--- config.mk ---
export PLATFORM = sky130hd
export DESIGN_NAME = alu_console
export DESIGN_NICKNAME = d
export VERILOG_FILES = /design/src/rtl/alu_console.sv
export SDC_FILE = /design/constraint.sdc
export NUM_CORES = 1
export LEC_CHECK = 0
export ABC_AREA = 0
export CAP_MARGIN = 40
export CORE_MARGIN = 3
export CORE_UTILIZATION = 60
export DETAILED_ROUTE_END_ITERATION = 6
export DONT_BUFFER_PORTS = 1
export GPL_ROUTABILITY_DRIVEN = 1
export PLACE_DENSITY_LB_ADDON = 0.3
export SYNTH_ARGS = -nofsm -noshare
export SYNTH_HDL_FRONTEND = slang
export SYNTH_SLANG_ARGS = --single-unit
export TNS_END_PERCENT = 20
--- constraint.sdc ---
create_clock -name clk -period 10.15 [get_ports clk]
set_clock_uncertainty 0.1 [all_clocks]
set_input_delay 2.03 -clock clk [delete_from_list [all_inputs] [get_ports clk]]
set_output_delay 2.03 -clock clk [all_outputs]
set_load 0.005 [all_outputs]
--- src/rtl/alu_console.sv ---
// alu_console: operator console for the lab ALU.
// Operand entry from switches, opcode latch, result capture, button debounce
// and a paged 16-bit display window over the selected register.
module alu_console #(
  parameter int unsigned WIDTH    = 32,
  parameter int unsigned DB_CNT   = 1_000_000,
  parameter logic [31:0] OP1_INIT = 32'h1122,
  parameter logic [31:0] OP2_INIT = 32'h3344
) (
  input  logic             clk,
  input  logic             rst,
  input  logic [1:0]       button,
  input  logic [6:0]       switch,
  input  logic [WIDTH-1:0] alu_result,
  input  logic             alu_zf,
  output logic [WIDTH-1:0] op1,
  output logic [WIDTH-1:0] op2,
  output logic [2:0]       alu_ctrl,
  output logic [15:0]      disp_num,
  output logic             o_zf,
  output logic             busy
);

  localparam int unsigned PAGES = WIDTH / 16;
  localparam int unsigned PW    = (PAGES > 1) ? $clog2(PAGES) : 1;
  localparam int unsigned CW    = (DB_CNT > 1) ? $clog2(DB_CNT) : 1;
  localparam logic [CW-1:0]    DB_MAX    = CW'(DB_CNT - 1);
  localparam logic [PW-1:0]    PAGE_LAST = PW'(PAGES - 1);
  localparam logic [WIDTH-1:0] OP1_RST   = WIDTH'(OP1_INIT);
  localparam logic [WIDTH-1:0] OP2_RST   = WIDTH'(OP2_INIT);

  localparam logic [1:0] TGT_OP1 = 2'b00;
  localparam logic [1:0] TGT_OP2 = 2'b01;

  typedef enum logic [1:0] {
    S_IDLE = 2'd0,
    S_WAIT = 2'd1,
    S_CAPT = 2'd2
  } state_t;

  // ---------------------------------------------------------------------------
  // Debounce: [0]=ENTER, [1]=EXEC
  // ---------------------------------------------------------------------------
  logic [1:0]         sync1_q, sync2_q, prev_q;
  logic [1:0]         level_q, level_d;
  logic [1:0]         pulse_q, pulse_d;
  logic [1:0][CW-1:0] cnt_q, cnt_d;

  // Stability counter per button; level follows input once stable long enough
  always_comb begin
    cnt_d   = cnt_q;
    level_d = level_q;
    for (int i = 0; i < 2; i++) begin
      if (sync2_q[i] != prev_q[i]) begin
        cnt_d[i] = '0;
      end else if (cnt_q[i] != DB_MAX) begin
        cnt_d[i] = cnt_q[i] + 1'b1;
      end
      if (cnt_q[i] == DB_MAX) begin
        level_d[i] = prev_q[i];
      end
    end
    pulse_d = level_d & ~level_q;
  end

  // Synchroniser, counters, debounced levels and edge pulses
  always_ff @(posedge clk or posedge rst) begin
    if (rst) begin
      sync1_q <= '0;
      sync2_q <= '0;
      prev_q  <= '0;
      cnt_q   <= '0;
      level_q <= '0;
      pulse_q <= '0;
    end else begin
      sync1_q <= button;
      sync2_q <= sync1_q;
      prev_q  <= sync2_q;
      cnt_q   <= cnt_d;
      level_q <= level_d;
      pulse_q <= pulse_d;
    end
  end

  // ---------------------------------------------------------------------------
  // Console registers and execute FSM
  // ---------------------------------------------------------------------------
  state_t           state_q, state_d;
  logic [WIDTH-1:0] op1_q, op1_d;
  logic [WIDTH-1:0] op2_q, op2_d;
  logic [WIDTH-1:0] result_q, result_d;
  logic [2:0]       ctrl_q, ctrl_d;
  logic             zf_q, zf_d;
  logic [PW-1:0]    page_q, page_d;
  logic             busy_q, busy_d;
  logic [15:0]      disp_q, disp_d;
  logic [WIDTH-1:0] sel_c;

  logic       enter_p, exec_p, view_mode;
  logic [3:0] nibble;
  logic [1:0] target;

  assign enter_p   = pulse_q[0];
  assign exec_p    = pulse_q[1];
  assign view_mode = switch[6];
  assign nibble    = switch[5:2];
  assign target    = switch[1:0];

  // Next-state and register updates; ENTER wins over a simultaneous EXEC
  always_comb begin
    state_d  = state_q;
    op1_d    = op1_q;
    op2_d    = op2_q;
    result_d = result_q;
    ctrl_d   = ctrl_q;
    zf_d     = zf_q;
    page_d   = page_q;

    case (state_q)
      S_IDLE: begin
        if (!view_mode) begin
          if (enter_p) begin
            if (target == TGT_OP1) begin
              op1_d = {op1_q[WIDTH-5:0], nibble};
            end else if (target == TGT_OP2) begin
              op2_d = {op2_q[WIDTH-5:0], nibble};
            end
          end else if (exec_p) begin
            ctrl_d  = switch[4:2];
            state_d = S_WAIT;
          end
        end else begin
          if (enter_p) begin
            page_d = (page_q == PAGE_LAST) ? '0 : page_q + 1'b1;
          end else if (exec_p) begin
            if (target == TGT_OP1) begin
              op1_d = '0;
            end else if (target == TGT_OP2) begin
              op2_d = '0;
            end else begin
              result_d = '0;
              zf_d     = 1'b0;
            end
          end
        end
      end
      S_WAIT: begin
        state_d = S_CAPT;
      end
      S_CAPT: begin
        result_d = alu_result;
        zf_d     = alu_zf;
        state_d  = S_IDLE;
      end
      default: begin
        state_d = S_IDLE;
      end
    endcase

    busy_d = (state_d != S_IDLE);
  end

  // Display window over the currently targeted register
  always_comb begin
    case (target)
      TGT_OP1: sel_c = op1_q;
      TGT_OP2: sel_c = op2_q;
      default: sel_c = result_q;
    endcase
    disp_d = sel_c[{page_q, 4'b0000} +: 16];
  end

  // Console state registers
  always_ff @(posedge clk or posedge rst) begin
    if (rst) begin
      state_q  <= S_IDLE;
      op1_q    <= OP1_RST;
      op2_q    <= OP2_RST;
      result_q <= '0;
      ctrl_q   <= '0;
      zf_q     <= 1'b0;
      page_q   <= '0;
      busy_q   <= 1'b0;
      disp_q   <= '0;
    end else begin
      state_q  <= state_d;
      op1_q    <= op1_d;
      op2_q    <= op2_d;
      result_q <= result_d;
      ctrl_q   <= ctrl_d;
      zf_q     <= zf_d;
      page_q   <= page_d;
      busy_q   <= busy_d;
      disp_q   <= disp_d;
    end
  end

  assign op1      = op1_q;
  assign op2      = op2_q;
  assign alu_ctrl = ctrl_q;
  assign o_zf     = zf_q;
  assign busy     = busy_q;
  assign disp_num = disp_q;

endmodule

### Word-level counts from Yosys, hierarchy flattened

Index checks and enable logic that the tools add are counted.

* shift operators: 1
* add/subtract/negate cells: 3
* equal/unequal tests: 17
* reduce and logical (&&, ||, !) cells: 17
* bitwise logic cells: 4
* multiplexer cells: 38

Operators by type and width (count)
* 2-to-1 mux 32 bit: 19
* one-hot mux 32 bit (2 select lines): 2
* 2-to-1 mux 20 bit: 4
* adder 20 x 1 -> 20 bit, second input constant: 2
* equality test 20 bit, second input constant: 2
* != test 20 bit, second input constant: 2
* indexed part select 32 x 6 -> 16 bit: 1
* nonzero test 2 bit: 10
* != test 2 bit, second input constant: 8
* AND reduction 6 bit: 2
* 2-to-1 mux 1 bit: 8
* AND reduction 8 bit: 1
* 2-to-1 mux 2 bit: 3
* equality test 2 x 1 -> 1 bit, second input constant: 2
* zero test 2 bit: 2
* one-hot mux 2 bit (2 select lines): 1
* AND reduction 4 bit: 1
* AND reduction 3 bit: 1
* bitwise AND 2 bit: 1
* equality test 2 bit, second input constant: 1
* != test 1 bit: 2
* NOT 1 bit: 2
* NOT 2 bit: 1
* one-hot mux 1 bit (2 select lines): 1
* adder 1 bit, second input constant: 1

* input port bits: 44
* word-level logic and storage cells: 96
* register bits after elaboration: 170
* output and inout port bits: 85

### Depth between registers and ports, before layout

Gate-level depths: netlist (run 1).

* word-level depth: 7
* depth in mapped cells: 6
* gate-level depth less buffers: 5

### Worst setup path after synthesis (run 1)

Ideal clock, no wire load.

* kind: input port to flip-flop
* start: input port switch[0]
* end: register disp_q[0] (netlist: disp_num[0])
* data required time: 9.912 ns
* buffers on the path: 2
* arrival: 3.384 ns
* stages on the path: 4
* setup time: 0.138 ns
* path slack: 6.527 ns
* cells stage by stage: clkbuf_1 -> clkbuf_1 -> mux2_2 -> mux4_2

* cells in the longest elaborated chain, start to end: 3
* elaborated cells between the ends (all ways): 4
* classes of those cells: eq/ne (1); shift (1); mux (1); reduce/logical (1)

Ends and longest elaborated chain
* start, declared: line 13 `input logic [6:0] switch,`
* equality test 2 x 1 -> 1 bit / zero test 2 bit (equally long branches): line 165 `case (target)`
* one-hot mux 32 bit (2 select lines) (*): line 165
* indexed part select 32 x 6 -> 16 bit (*): line 170 `disp_d = sel_c[{page_q, 4'b0000} +: 16];`
* net disp_d[0]: line 96 `logic [15:0] disp_q, disp_d;`
* end signal, assigned: line 194 `disp_q <= disp_d;`
* end, declared: line 96

The timed path passes the listed nets; every way through them passes the cells marked *.
A chain may end at the register's enable or synchronous reset.

### Worst setup path in the final report (run 1)

* start: register op2_q[8] (netlist: op2[8])
* end: output port op2[8]

RTL lines
* start, declared: line 90 `logic [WIDTH-1:0] op2_q, op2_d;`
* start signal, assigned: line 188 `op2_q <= op2_d;`
* end, declared: line 17 `output logic [WIDTH-1:0] op2,`

No word-level cell between the ends.

==> summary.log, run 1 <==
INFO  outcome        status=finished, final reports clean
INFO  grt            wire_length_of_the_first_global_routing_pass=29300µm
INFO  floorplanning  core=12200µm²
INFO  grt            grt_antenna_before_repair=3
INFO  place          routability_congestion=0.904
INFO  clock_network  cts.repair.resized=0
INFO  detailed_routing drt-total-wl=18200µm
INFO  logic_synthesis mappedNetlistArea=7630µm²
INFO  layout         post-route-cell-area=8410µm²
INFO  detailed_routing dr.pass1.iters=5
INFO  layout         area_growth_syn_to_layout=10.2%
INFO  setup_path     critical_path_arrival=1.02ns
INFO  logic_synthesis postSynthNetCount=730
INFO  clock_network  postCtsSetupRepairBufs=0
INFO  logic_synthesis synth.avg_cell_area=11.2µm²
INFO  sta            totalNegativeSetupSlack=0ns
INFO  layout         finalCoreUtilization=68.9%
INFO  sta            timing.final.max_slew_violations=0
INFO  setup_path     cp_max_fo=4
INFO  floorplanning  fp-row-count=40
INFO  floorplanning  width_of_the_die=119µm
INFO  grt            grt_use_total=26.9%
INFO  sta            final-setup-viol-count=0
INFO  sta            timing_worst_slew_pin_value=0.873ns
INFO  layout         post_route_cells_drive_above_1_share=16.7%
INFO  clock_network  cts_inserted_buffers=17
INFO  grt            overflow=0
INFO  detailed_routing num_vias=5336
INFO  logic_synthesis ys_warns=0
INFO  place          placement.cell_area=7810µm²
INFO  sta            final_min_period_over_clock_period=31.0%
INFO  sta            finalHoldViolCount=0
INFO  logic_synthesis synth_top_area_share=52.5%
INFO  setup_path     worstPathRequired=8.02ns
INFO  logic_synthesis synth.top_cells.by_area=sky130_fd_sc_hd__dfrtp_1, sky130_fd_sc_hd__mux2_2, sky130_fd_sc_hd__o21ai_0, sky130_fd_sc_hd__nand2b_1, sky130_fd_sc_hd__mux4_2
INFO  place          place.detailed.hpwl=12600µm
INFO  sta            max_freq=318MHz
INFO  logic_synthesis ys_seq_elements=170
INFO  setup_path     crit_type=flip-flop to primary output
INFO  power          power_leakage=3.58nW
INFO  job            drv_cap=0
INFO  layout         antenna-diode-count=0
INFO  power          max-vdd-ir-drop=0.0992mV
INFO  grt            largest_net_degree_at_the_start_of_global_routing=84
INFO  logic_synthesis synth_edf_count=0
INFO  sta            period_minus_slack=3.15ns
INFO  logic_synthesis synth_cell_type_count=45
INFO  clock_network  htree_levels=4
INFO  detailed_routing vias_per_cell=6.27
INFO  detailed_routing detail_route.drc_violations=0
INFO  floorplanning  die_h=119µm
INFO  place          post-place-ws=6.63ns
INFO  clock_network  clk_transition_reported_paths=0.06ns
INFO  setup_path     setup.worst_path.start_class=flip-flop
INFO  logic_synthesis yosysSeqAreaShare=55.9%
INFO  floorplanning  die-area=14100µm²
INFO  clock_network  hold_buffers=0
INFO  setup_path     rr_worst_depth=5
INFO  layout         num-nets-final=718
INFO  logic_synthesis synth_area_leader_cell=sky130_fd_sc_hd__dfrtp_1
INFO  min_path       hp-class=flip-flop to flip-flop
INFO  detailed_routing drt-wirelength-per-cell=21.4µm
INFO  min_path       hold_path_depth=0
INFO  detailed_routing postRouteAntennaNets=0
INFO  logic_synthesis yosys_most_used_dff=sky130_fd_sc_hd__dfrtp_1
INFO  sta            setup_slack=7.00ns
INFO  power          p_per_area=168nW/µm²
INFO  sta            whs=0.248ns
INFO  clock_network  cts-root-buf=sky130_fd_sc_hd__clkbuf_16
INFO  setup_path     worst-path-stages=0
INFO  place          io_buffers=0
INFO  clock_network  cts_max_path_buffers=2
INFO  sta            maxSlewHeadroom=41.3%
INFO  floorplanning  initial_utilization=62.5%
INFO  setup_path     end_kind=primary output
INFO  logic_synthesis synth_most_common_cell=sky130_fd_sc_hd__dfrtp_1
INFO  floorplanning  io-pin-count=129
INFO  clock_network  clkSinkCount=170
INFO  logic_synthesis synthTopCellsByCount=sky130_fd_sc_hd__dfrtp_1, sky130_fd_sc_hd__nand2_1, sky130_fd_sc_hd__o21ai_0
INFO  logic_synthesis async_flop_share=100%
INFO  sta            rsz0062_at_grt=no
INFO  grt            first_global_vias=5331
INFO  logic_synthesis synthesis.instances=683
INFO  detailed_routing drt_iter0_drc=560
INFO  clock_network  cts_tree=done
INFO  clock_network  clock_insertion_delay_worst_skew=0.43ns
worst register-to-register path, cell delays in order (launching register included):
cell and delay, ns:
sky130_fd_sc_hd__dfrtp_1 0.43, sky130_fd_sc_hd__ha_1 0.23, sky130_fd_sc_hd__nand3_1 0.16, sky130_fd_sc_hd__or4_1 0.64, sky130_fd_sc_hd__or3_1 0.40, sky130_fd_sc_hd__a21oi_1 0.15
cells in the final DEF (no fill, tap or decap), types with 4 or more instances in the layout:
cell,instances
sky130_fd_sc_hd__nand2_1,83
sky130_fd_sc_hd__a21oi_1,16
sky130_fd_sc_hd__nor2_1,16
sky130_fd_sc_hd__or3_1,8
sky130_fd_sc_hd__a22o_1,33
sky130_fd_sc_hd__or4_1,7
sky130_fd_sc_hd__mux4_2,16
sky130_fd_sc_hd__xor2_1,8
sky130_fd_sc_hd__mux2_2,37
sky130_fd_sc_hd__clkbuf_16,17
sky130_fd_sc_hd__o21ai_0,82
sky130_fd_sc_hd__and2_1,4
sky130_fd_sc_hd__and4_1,5
sky130_fd_sc_hd__xnor2_1,8
sky130_fd_sc_hd__buf_4,8
sky130_fd_sc_hd__dfstp_2,10
sky130_fd_sc_hd__inv_1,7
sky130_fd_sc_hd__a31oi_1,9
sky130_fd_sc_hd__clkinv_2,5
sky130_fd_sc_hd__dfrtp_1,160
sky130_fd_sc_hd__nand2b_1,62
sky130_fd_sc_hd__o31ai_1,5
sky130_fd_sc_hd__nand3_1,12
sky130_fd_sc_hd__nand4_1,8
sky130_fd_sc_hd__nor3_1,10
final timing paths:
| path | start | endpoint | slack (ns) |
|---|---|---|---|
| worst max-delay path | op2[8] | op2[8] | 7.00 |
| worst min-delay path | sync1_q[0] | sync2_q[0] | 0.25 |
| min in group asynchronous | rst | cnt_q[36] | 1.48 |
| worst min register to register | sync1_q[0] | sync2_q[0] | 0.25 |
| worst max register to register | cnt_q[0] | cnt_q[16] | 7.96 |
| max in group asynchronous | rst | op2[13] | 7.12 |
per-stage QoR:
stage / std cells / power, mW
floorplan: 683 / 0.757
global placement: 817 / 0.762
detailed placement: 820 / 0.767
CTS: 851 / 1.42
global route: 851 / 1.46
finish: 851 / 1.41
per-layer routing:
metal  global-route usage (%)  part of all wire (%)  vias up
met2                     42.9                    49      212
met3                     11.3                   9.0       38
met5                        0                  0.22        -
li1                         -                     -     2414
met1                     32.2                    38     2666
met4                     11.1                   3.3        6
cell type report:
cell class                 instances  area (µm²)
multi-input combinational        464        3180
sequential                       170        4270
fill                             860        3800
tap                              168         210
inverter                           8        35.0
clock inverter                    12         148
timing repair buffer              10         115
clock buffer                      19         453
power by group:
part	internal (mW)	total (mW)	switching, mW
Clock	0.397	0.655	0.258
Combinational	0.0221	0.0489	0.0268
Sequential	0.693	0.706	0.0137
Total	1.11	1.41	0.298
state kept, by name (all words and copies together), names as in the netlist, 2 cells and up:
name	count
alu_ctrl	3
cnt_q	40
disp_num	16
level_q	2
op1	32
op2	32
prev_q	2
pulse_q	2
result_q	32
state_q	2
sync1_q	2
sync2_q	2
cell families (layout without fill, tap and decap cells):
kind of cell | after synthesis | after routing | synth area share [%]
multiplexers | 55 | 55 | 10.4
XOR/XNOR | 16 | 16 | 1.84
adder cells (fa/ha/maj) | 3 | 3 | 0.492
AO/OA/AOI/OAI | 152 | 152 | 12.2
buffers and inverters | 49 | 49 | 2.46
flip-flops | 170 | 170 | 55.9
AND/OR/NAND/NOR | 238 | 238 | 16.7
(Power assumes the default switching activity.)
==> run 2, diff against run 1 <==
- CORE_UTILIZATION: 60 -> 57
- clock period: 10.15 -> 2.8 ns (I/O delays scaled with it)
==> run 2 against run 1 <==
Non-clock buffer count increased by 2. Core utilization decreased by 3.4 points. Cell area rose by 0.16%. Sequential share of layout area is 0.083 points lower. Largest cell class unchanged. Largest power group unchanged.
==> summary.log, run 2 (synthesis gave the netlist of run 1 again) <==
INFO  clock_network  cts_inserted_buffers=17
INFO  sta            max_freq=470MHz
INFO  min_path       min_to=sync1_q[0]
INFO  clock_network  clkSinkCount=170
INFO  clock_network  htree_levels=4
INFO  power          fin_total_pwr=5.11mW
INFO  sta            final_min_period_over_clock_period=75.9%
INFO  setup_path     regToRegSetupSlack=0.67ns
INFO  setup_path     rr_worst_depth=5
INFO  clock_network  clock_insertion_delay_worst_skew=0.42ns
INFO  clock_network  cts_tree=done
INFO  grt            first_global_vias=5340
INFO  setup_path     critical_path.reg2reg.endpoint=level_q[1]
INFO  detailed_routing detail_route.drc_violations=0
INFO  sta            timing.final.max_slew_violations=0
INFO  clock_network  clk_transition_reported_paths=0.06ns
INFO  min_path       worst_hold_start=button[0]
INFO  min_path       hold_path_depth=0
INFO  sta            finalHoldViolCount=0
INFO  power          p_per_area=607nW/µm²
INFO  floorplanning  io-pin-count=129
INFO  setup_path     cp_cell_sequence=ha_1, nor4bb_1, and4_1, nand2_1, mux2_2
INFO  job            drv_cap=0
INFO  setup_path     crit_type=flip-flop to flip-flop
INFO  layout         largest_reg_flops=40
INFO  place          io_buffers=0
INFO  detailed_routing num_vias=5305
INFO  floorplanning  die-area=14800µm²
INFO  sta            maxSlewHeadroom=50.4%
INFO  setup_path     setup.worst_path.start_class=flip-flop
INFO  floorplanning  core=12900µm²
INFO  power          max-vdd-ir-drop=0.367mV
INFO  grt            wire_length_of_the_first_global_routing_pass=28500µm
INFO  setup_path     critical_path_arrival=2.34ns
INFO  setup_path     cp_max_fo=7
INFO  detailed_routing dr.pass1.iters=7
INFO  setup_path     worstPathRequired=3.01ns
INFO  sta            rsz0062_at_grt=no
INFO  layout         final_common_cell=sky130_fd_sc_hd__dfrtp_1
INFO  detailed_routing postRouteAntennaNets=0
INFO  clock_network  hold_buffers=1
INFO  setup_path     end_kind=flip-flop
INFO  power          power_leakage=3.59nW
INFO  layout         top_register=cnt_q
INFO  floorplanning  die_h=122µm
INFO  layout         num-nets-final=720
INFO  sta            period_minus_slack=2.13ns
INFO  layout         post_route_cells_drive_above_1_share=16.9%
INFO  sta            timing_worst_slew_pin_value=0.742ns
INFO  clock_network  postCtsSetupRepairBufs=0
INFO  layout         most_frequent_cells_in_the_layout=sky130_fd_sc_hd__dfrtp_1, sky130_fd_sc_hd__nand2_1, sky130_fd_sc_hd__o21ai_0
INFO  floorplanning  fp-row-count=41
INFO  grt            largest_net_degree_at_the_start_of_global_routing=79
INFO  place          routability_congestion=0.849
INFO  outcome        status=finished, final reports clean
INFO  floorplanning  initial_utilization=59.2%
INFO  detailed_routing drt-wirelength-per-cell=20.8µm
INFO  grt            overflow=0
INFO  setup_path     r2r_start=cnt_q[20]
INFO  sta            final-setup-viol-count=0
INFO  clock_network  cts-root-buf=sky130_fd_sc_hd__clkbuf_16
INFO  detailed_routing drt-total-wl=17900µm
INFO  setup_path     cpPeakStageDelay=0.44ns
INFO  place          place.detailed.hpwl=12500µm
INFO  setup_path     slowest_stage=sky130_fd_sc_hd__dfrtp_1
INFO  min_path       hp-class=primary input to flip-flop
INFO  clock_network  cts.repair.resized=0
INFO  detailed_routing drt_iter0_drc=396
INFO  layout         antenna-diode-count=0
INFO  sta            whs=0.0591ns
INFO  floorplanning  width_of_the_die=122µm
INFO  layout         area_growth_syn_to_layout=10.4%
INFO  detailed_routing vias_per_cell=6.18
INFO  grt            grt_use_total=25.3%
INFO  grt            grt_antenna_before_repair=1
INFO  clock_network  cts_max_path_buffers=2
-- run 2: routing by layer --
metal | track usage, % | routed length, µm | vias up | share of wire [%]
li1 | - | - | 2415 | -
met1 | 29.7 | 6660 | 2656 | 37
met2 | 40.7 | 8800 | 190 | 49
met3 | 9.15 | 1640 | 42 | 9.1
met4 | 13.5 | 769 | 2 | 4.3
met5 | 0 | 20 | - | 0.11
-- run 2: worst max path at each step --
| stage | slack (ns) | startpoint | cells past startpoint | end |
|---|---|---|---|---|
| floorplan | -0.02 | rst | 1 | alu_ctrl[0] |
| global placement | 0.79 | cnt_q[0] | 5 | cnt_q[18] |
| detailed placement | 0.71 | cnt_q[0] | 5 | cnt_q[14] |
| CTS | 0.68 | cnt_q[20] | 5 | level_q[1] |
| global route | 0.49 | cnt_q[20] | 5 | level_q[1] |
| finish | 0.67 | cnt_q[20] | 5 | level_q[1] |
-- run 2: layout make-up --
class | instances | area (µm²)
Clock buffer | 22 | 494
Fill cell | 948 | 4450
Clock inverter | 10 | 114
Tap cell | 172 | 215
Sequential cell | 170 | 4270
Inverter | 8 | 33.8
Timing Repair Buffer | 12 | 118
Multi-Input combinational cell | 464 | 3180
-- run 2: power breakdown --
group | leakage [nW] | switching, mW | internal [mW] | total (mW)
combinational | 1.01 | 0.0980 | 0.0827 | 0.181
clock | 0.302 | 0.941 | 1.43 | 2.37
sequential | 2.27 | 0.0488 | 2.51 | 2.56
-- run 2: worst max-delay path, delay by kind of cell, from the launching register on --
| family | cells | cell delay (ns) |
|---|---|---|
| DFF | 1 | 0.44 |
| muxes | 1 | 0.31 |
| and+or+nand+nor | 3 | 0.87 |
| adders and majority gates | 1 | 0.30 |
-- run 2: stage by stage --
stage | instance area (µm²) | setup slack, ns | std cells | setup TNS (ns) | utilization, %
6_report | 8420 | 0.674 | 858 | 0 | 65.4
4_1_cts | 8420 | 0.679 | 858 | 0 | 65.4
5_1_grt | 8420 | 0.491 | 858 | 0 | 65.4
2_1_floorplan | 7630 | -0.0206 | 683 | -3.29 | -
3_3_place_gp | 7800 | 0.792 | 825 | 0 | 60.6
3_5_place_dp | 7800 | 0.706 | 825 | 0 | 60.6
==> run 3, diff against run 2 <==
- CORE_UTILIZATION: 57 -> 60
- clock period: 2.8 -> 2.08 ns (I/O delays scaled with it)
==> run 3 against run 2 <==
Core utilization grew 4.8 points. Fmax grew 5.6%. Routed wire length grew 0.76%. Sequential power grew 35%. Critical path depth is the same. Flip-flop and latch count is the same. Clock-buffer cell count grew 1. Critical path type unchanged.
==> summary.log, run 3 (synthesis gave the netlist of run 1 again) <==
INFO  outcome        status=finished, final reports clean
INFO  power          power_leakage=3.64nW
INFO  sta            finalHoldViolCount=0
INFO  power          max-vdd-ir-drop=0.409mV
INFO  place          place.detailed.hpwl=12600µm
INFO  setup_path     crit_type=flip-flop to flip-flop
INFO  power          clockPowerShare=44.7%
INFO  detailed_routing postRouteAntennaNets=0
INFO  min_path       hp-class=primary input to flip-flop
INFO  detailed_routing vias_per_cell=6.20
INFO  place          routability_congestion=0.894
INFO  setup_path     worstPathRequired=2.34ns
INFO  sta            rsz0062_at_grt=no
INFO  detailed_routing drt-total-wl=18000µm
INFO  sta            timing_worst_slew_pin_value=0.596ns
INFO  floorplanning  io-pin-count=129
INFO  layout         largest_reg_flops=40
INFO  detailed_routing detail_route.drc_violations=0
INFO  clock_network  clock_insertion_delay_worst_skew=0.43ns
INFO  floorplanning  die-area=14100µm²
INFO  place          io_buffers=0
INFO  sta            maxSlewHeadroom=60.2%
INFO  layout         top_register=cnt_q
INFO  layout         num-nets-final=730
INFO  job            drv_cap=0
INFO  power          comb_power_share=4.0%
INFO  power          sequentialPowerShare=51.3%
INFO  place          post-place-ws=-0.000581ns
INFO  setup_path     end_kind=flip-flop
INFO  clock_network  clk_transition_reported_paths=0.06ns
INFO  clock_network  clkSinkCount=170
INFO  layout         most_frequent_cells_in_the_layout=sky130_fd_sc_hd__dfrtp_1, sky130_fd_sc_hd__nand2_1, sky130_fd_sc_hd__o21ai_0
INFO  detailed_routing num_vias=5360
INFO  grt            wire_length_of_the_first_global_routing_pass=29000µm
INFO  setup_path     setup.worst_path.start_class=flip-flop
INFO  layout         post_route_cells_drive_above_1_share=18.8%
INFO  sta            timing.final.max_slew_violations=0
INFO  detailed_routing dr.pass1.iters=7
INFO  sta            period_minus_slack=2.01ns
INFO  grt            grt_antenna_before_repair=3
INFO  power          sw_frac_of_total=21.3%
INFO  floorplanning  width_of_the_die=119µm
INFO  clock_network  cts_tree=done
INFO  clock_network  cts_inserted_buffers=17
INFO  power          power.switching=1.43mW
INFO  detailed_routing drt_iter0_drc=418
INFO  detailed_routing drt-wirelength-per-cell=20.9µm
INFO  sta            setup_slack=0.0672ns
INFO  clock_network  cts_max_path_buffers=2
INFO  floorplanning  core=12200µm²
INFO  clock_network  htree_levels=4
INFO  power          fin_total_pwr=6.73mW
INFO  sta            final_min_period_over_clock_period=96.8%
INFO  grt            overflow=0
INFO  layout         area_growth_syn_to_layout=12.4%
INFO  grt            first_global_vias=5148
INFO  layout         final_common_cell=sky130_fd_sc_hd__dfrtp_1
INFO  sta            final-setup-viol-count=0
INFO  floorplanning  fp-row-count=40
INFO  power          power_report.internal_total=5.30mW
INFO  sta            max_freq=497MHz
INFO  grt            grt_use_total=26.4%
INFO  clock_network  cts-root-buf=sky130_fd_sc_hd__clkbuf_16
INFO  power          p_per_area=785nW/µm²
INFO  grt            largest_net_degree_at_the_start_of_global_routing=66
INFO  floorplanning  initial_utilization=62.5%
INFO  setup_path     critical_path_arrival=2.27ns
INFO  floorplanning  die_h=119µm
INFO  setup_path     cp_max_fo=7
run 3: metal layers:
layer / vias up / GRT usage (%) / part of all wire [%]
met1: 2708 / 33.0 / 40
met2: 179 / 41.6 / 49
met3: 33 / 10.5 / 8.7
met5: - / 0 / 0.24
met4: 6 / 10.2 / 2.5
li1: 2434 / - / -
run 3: area by class of cell:
class | instances | area [µm²]
antenna | 1 | 2.50
clock buffer | 23 | 458
clock inverter | 8 | 96.3
fill | 864 | 3640
inverter | 8 | 33.8
multi-input combinational | 464 | 3240
sequential | 170 | 4270
tap | 168 | 210
timing repair buffer | 22 | 260
run 3: worst paths after layout:
kind / from / endpoint / slack [ns] / cells after the start
worst max register to register: cnt_q[1] / cnt_q[18] / 0.07 / 5
max in group asynchronous: rst / cnt_q[0] / 0.83 / 3
worst max-delay path: cnt_q[1] / cnt_q[18] / 0.07 / 5
worst min-delay path: alu_result[27] / result_q[27] / 0.02 / 1
min in group asynchronous: rst / sync1_q[0] / 0.45 / 2
worst min register to register: sync1_q[1] / sync2_q[1] / 0.25 / 0
run 3: what timing repair did:
action	4_1_cts	5_1_grt
pin swaps	0	2
hold buffers	3	0
hold endpoints to repair	18	0
buffers inserted	0	2
setup endpoints to repair	2	10
gates resized for setup	1	14
run 3: per-stage QoR:
step                cells  hold slack [ns]  util (%)  instance area, µm²  setup TNS (ns)
global placement      827            0.235      64.7                7910               0
finish                864           0.0210      70.2                8570               0
global route          863           0.0111      70.2                8570               0
floorplan             683            0.231         -                7630          -96.08
CTS                   861           0.0124      69.6                8490               0
detailed placement    827            0.235      64.7                7910       -0.000581
run 3: worst max-delay path, cell delays in order (launching register included):
cell and delay [ns]:
sky130_fd_sc_hd__dfrtp_1 0.44, sky130_fd_sc_hd__ha_4 0.19, sky130_fd_sc_hd__nand3_4 0.09, sky130_fd_sc_hd__or4_4 0.59, sky130_fd_sc_hd__or3_4 0.39, sky130_fd_sc_hd__a21oi_2 0.14
run 3: power by group through the flow:
stage | clock (mW) | sequential, mW | combinational (mW)
detailed placement | 0 | 3.50 | 0.257
global route | 3.19 | 3.46 | 0.305
global placement | 0 | 3.50 | 0.247
finish | 3.01 | 3.45 | 0.272
floorplan | 0 | 3.48 | 0.213
CTS | 3.05 | 3.44 | 0.263
